## src/rtl/game_ctrl.sv

```systemverilog
// Round sequencer: runs one puzzle round, scores keypad submissions per area and enforces the countdown.
// All outputs are registered; a submission is judged in the single CHECK cycle after it is accepted.
module game_ctrl #(
    parameter int unsigned   TIME_LIMIT = 300,
    parameter logic [127:0]  TARGETS    = 128'h0F0F_F0F0_3C3C_C3C3_00FF_FF00_AAAA_5555
) (
    input  logic        clock,
    input  logic        reset,
    input  logic        switch,
    input  logic        tick,
    input  logic        submit,
    input  logic [2:0]  area,
    input  logic [15:0] dot,
    output logic        finish,
    output logic        win,
    output logic        timeout,
    output logic [7:0]  solved,
    output logic [3:0]  misses,
    output logic [8:0]  remaining,
    output logic [1:0]  state
);

    typedef enum logic [1:0] {
        IDLE  = 2'd0,
        PLAY  = 2'd1,
        CHECK = 2'd2,
        DONE  = 2'd3
    } state_t;

    localparam logic [8:0] TIME_INIT = 9'(TIME_LIMIT);

    state_t      state_q, state_d;
    logic        finish_q, finish_d;
    logic        win_q, win_d;
    logic        timeout_q, timeout_d;
    logic [7:0]  solved_q, solved_d;
    logic [3:0]  misses_q, misses_d;
    logic [8:0]  remaining_q, remaining_d;
    logic [2:0]  area_lat_q, area_lat_d;
    logic [15:0] dot_lat_q, dot_lat_d;

    logic tick_vld;
    logic expire;
    logic match;

    always_comb begin
        state_d     = state_q;
        finish_d    = finish_q;
        win_d       = win_q;
        timeout_d   = timeout_q;
        solved_d    = solved_q;
        misses_d    = misses_q;
        remaining_d = remaining_q;
        area_lat_d  = area_lat_q;
        dot_lat_d   = dot_lat_q;

        // A tick only counts while running; the countdown stops at zero because expiry ends the round.
        tick_vld = switch && tick && (state_q == PLAY || state_q == CHECK);
        expire   = tick_vld && (remaining_q == 9'd1);
        match    = (dot_lat_q == TARGETS[16*area_lat_q +: 16]);

        if (tick_vld && remaining_q != 9'd0) begin
            remaining_d = remaining_q - 9'd1;
        end

        case (state_q)
            IDLE: begin
                if (switch) begin
                    state_d = PLAY;
                end
            end
            PLAY: begin
                if (expire) begin
                    timeout_d = 1'b1;
                    finish_d  = 1'b1;
                    state_d   = DONE;
                end else if (switch && submit) begin
                    area_lat_d = area;
                    dot_lat_d  = dot;
                    state_d    = CHECK;
                end
            end
            CHECK: begin
                if (match) begin
                    solved_d[area_lat_q] = 1'b1;
                end else if (misses_q != 4'd15) begin
                    misses_d = misses_q + 4'd1;
                end
                // Completing the board beats a simultaneous expiry.
                if (solved_d == 8'hFF) begin
                    win_d    = 1'b1;
                    finish_d = 1'b1;
                    state_d  = DONE;
                end else if (expire) begin
                    timeout_d = 1'b1;
                    finish_d  = 1'b1;
                    state_d   = DONE;
                end else begin
                    state_d = PLAY;
                end
            end
            default: begin
            end
        endcase
    end

    always_ff @(posedge clock) begin
        if (!reset) begin
            state_q     <= IDLE;
            finish_q    <= 1'b0;
            win_q       <= 1'b0;
            timeout_q   <= 1'b0;
            solved_q    <= 8'd0;
            misses_q    <= 4'd0;
            remaining_q <= TIME_INIT;
            area_lat_q  <= 3'd0;
            dot_lat_q   <= 16'd0;
        end else begin
            state_q     <= state_d;
            finish_q    <= finish_d;
            win_q       <= win_d;
            timeout_q   <= timeout_d;
            solved_q    <= solved_d;
            misses_q    <= misses_d;
            remaining_q <= remaining_d;
            area_lat_q  <= area_lat_d;
            dot_lat_q   <= dot_lat_d;
        end
    end

    assign finish    = finish_q;
    assign win       = win_q;
    assign timeout   = timeout_q;
    assign solved    = solved_q;
    assign misses    = misses_q;
    assign remaining = remaining_q;
    assign state     = state_q;

endmodule

```

## config.mk

```make
export PLATFORM = sky130hd
export DESIGN_NAME = game_ctrl
export DESIGN_NICKNAME = d
export VERILOG_FILES = /design/src/rtl/game_ctrl.sv
export SDC_FILE = /design/constraint.sdc
export NUM_CORES = 1
export LEC_CHECK = 0
export CAP_MARGIN = 20
export CORE_MARGIN = 1
export CORE_UTILIZATION = 45
export CTS_BUF_LIST = sky130_fd_sc_hd__clkbuf_4
export CTS_CLUSTER_SIZE = 16
export DETAILED_ROUTE_END_ITERATION = 10
export PLACE_DENSITY = 0.83
export SYNTH_ARGS = -nofsm -noshare
export SYNTH_HDL_FRONTEND = slang
export SYNTH_SLANG_ARGS = --single-unit
```

## constraint.sdc

```tcl
create_clock -name clock -period 3.07 [get_ports clock]
set_input_delay 0.4605 -clock clock [delete_from_list [all_inputs] [get_ports clock]]
set_output_delay 0.4605 -clock clock [all_outputs]
set_load 0.02 [all_outputs]
```

==> results.txt <==
WL final = 5.59 mm
fin crit period = 2.83 ns
Clk Tree Root Cell = clkbuf_4
ratio of cells with drive above 1 in the final layout = 8.76%
sequential area share after synthesis = 36.9%
final core utilization = 59.6%
drt pass-1 iters = 4
Mapped Nets = 335
IO Count = 50
Die ar. = 0.00573 mm2
Met1 Wirelength = 2.68 mm
Reg2Reg Depth = 10
WL met2 = 2.60 mm
ranking of synthesized cells by area = dfxtp_1 (37%), nand2_1 (8.8%), a21oi_1 (6.1%)
Detailed Place HPWL = 4.12 mm
Vert. Die Dim = 75.7 um
area leader, netlist = dfxtp_1
Post-Syn Instances = 302
FF-to-FF Start = area_lat_q[1]
total global routing track utilization = 21.0%
Final #Nets = 386
Synth top area share = 36.9%
crit path launch type = register
Critical Path RT = 3.40 ns
CP max FO = 12
final setup fails = 0
HP Start = timeout
port buffer count = 49
first-pass GRT wire length = 9.14 mm
initial antenna violation count = 0
count of cell types in the netlist = 60
WP data arrival = 3.16 ns
Power Density = 426 mW/mm2
Top FF cell, synth = dfxtp_1
final setup TNS = 0 ns
YS warnings = 0
R2R Path End = state[1]
Post-synth EDFFs = 0
final setup margin = 0.239 ns
Worst-Skew Late Latency = 0.37 ns
DRC violations left = 0
Die W = 75.7 um
most common cell in the synthesized netlist = nand2_1
# Max-Cap Violations = 0
Tcrit/Tclk final = 92.2%
Initial DRC Count = 189
clk sinks = 45
number of inserted diodes = 0
largest net degree at the start of global routing = 25
R2R Setup Slk = 0.24 ns
Layout Cells excl Fill = 424
asr flop ratio synth = 0%
filler instances = 456
number of buffers created by CTS = 5
leakage power = 1.03 nW
initial core utilization = 47.2%
hold path cells = 2
worst slew pin tran = 0.760 ns
Core Region = 0.00517 mm2
total gr overflow = 0
Slew headroom = 49.2%
Worst Clk Skew = 0.0216 ns
Placed Cells = 415
endpoint class of the critical path = register
Row Count = 26
HP Class = register to register
Post-CTS Setup Inserts = 0
Avg Vias per Cell = 5.35
DR WL/cell = 13.2 um
Peak VDD IR = 243 uV
Reg clk slew, reported paths = 0.16 ns
via count = 2268
clock buffer depth = 2
Hold EP = timeout
#FFs+latches synth = 45
Placement Setup Slack = 0.184 ns
synthesized area = 0.00244 mm2
Setup CP Type = register to register
status = completed
DR WL met3 = 243 um
Hold Vio Cnt, Final = 0
top sig layer = met4
Post-DRT Antenna Nets = 0
FMAX = 353 MHz
gpl congestion = 0.919
number of global-route vias before repair = 1984
RSZ-0062 raised after global routing = no
max-slew violations = 0
H-Tree Level Count = 2
synth cell count leaders = nand2_1 (57), dfxtp_1 (45), nor2_1 (32)
CTS tree = built
Tot Pwr = 1.31 mW
Area Growth Syn to Fin = 26.2%
Mapped Avg Cell Area = 8.09 um2
## final cells by class
type	count	area [um2]	share of cell area (%)
Sequential cell	45	901	29.2
Timing Repair Buffer	59	566	18.4
Inverter	9	33.8	1.10
Tap cell	70	87.6	2.84
Clock buffer	5	37.5	1.22
Clock inverter	3	46.3	1.50
Multi-Input combinational cell	233	1410	45.8
## logic make-up (layout without fill, tap and decap cells)
group	count (synthesis)	after routing	share of synthesized area (%)
buf+inv	24	76	5.48
fa+ha+maj	9	9	4.61
simple gates	144	144	28.9
mux	3	3	1.23
compound gates	64	64	18.2
flops	45	45	36.9
xor+xnor	13	13	4.66
## what timing repair did
action,CTS,global route
hold buffers,0,0
resized for setup,0,1
setup endpoints to repair,0,4
## worst max path at each step
stage | from | endpoint | slack (ns) | cells after the start
after floorplan | area_lat_q[1] | state[1] | 0.12 | 12
after global placement | area_lat_q[0] | state[1] | 0.25 | 10
after detailed placement | area_lat_q[0] | state[1] | 0.18 | 10
after CTS | area_lat_q[0] | state[1] | 0.16 | 10
after global routing | area_lat_q[1] | state[1] | 0.03 | 10
final | area_lat_q[1] | state[1] | 0.24 | 10
## routing by layer
metal,GRT usage [%],up-vias
met2,34.0,56
met4,7.41,0
met1,27.9,1039
met5,0,-
li1,-,1164
met3,4.23,9
## worst max-delay path, cell delays in order (launching register included)
cell	delay, ns
dfxtp_1	0.34
buf_4	0.17
ha_1	0.25
nor3_1	0.31
a2bb2oi_1	0.13
o22a_1	0.20
or4b_1	0.48
nor4_2	0.27
o22ai_1	0.14
a211oi_2	0.28
a41o_1	0.21
## state kept, by name, summed over array words and instances (netlist names)
signal and flops:
dot_lat_q 16, remaining 9, solved 8, misses 4, area_lat_q 3, state 2
finish 1, timeout 1, win 1
## cells in the final DEF (no fill, tap or decap), types with 2 or more instances in the layout
| cell | n |
|---|---|
| ha_1 | 8 |
| nor3_1 | 9 |
| nand2b_1 | 2 |
| nand4_1 | 3 |
| o31ai_1 | 2 |
| nor4_1 | 3 |
| and3_1 | 2 |
| a21oi_1 | 30 |
| nand4b_1 | 6 |
| dfxtp_1 | 45 |
| inv_1 | 9 |
| nor2b_1 | 2 |
| xnor2_1 | 11 |
| and4b_1 | 2 |
| nand3_1 | 10 |
| a41oi_1 | 2 |
| xor2_1 | 2 |
| clkbuf_4 | 5 |
| buf_4 | 10 |
| nor2_1 | 32 |
| o21a_1 | 5 |
| o21ai_0 | 4 |
| nor3b_1 | 2 |
| nand2_1 | 57 |
| mux2i_1 | 3 |
| a211oi_1 | 2 |
| clkdlybuf4s50_1 | 49 |
| nor2_2 | 2 |
## through the flow
step / hold WS [ns] / instance area [um2]
4_1_cts: 0.481 / 3070
6_report: 0.480 / 3080
5_1_grt: 0.503 / 3080
3_3_place_gp: 0.445 / 2990
2_1_floorplan: 0.444 / 2440
3_5_place_dp: 0.451 / 2990
## power breakdown
group | switching (mW) | leakage, nW | internal, mW
Sequential | 0.0288 | 0.364 | 0.609
Combinational | 0.157 | 0.626 | 0.137
Clock | 0.208 | 0.0414 | 0.173
Power figures use the tool's default switching activity.
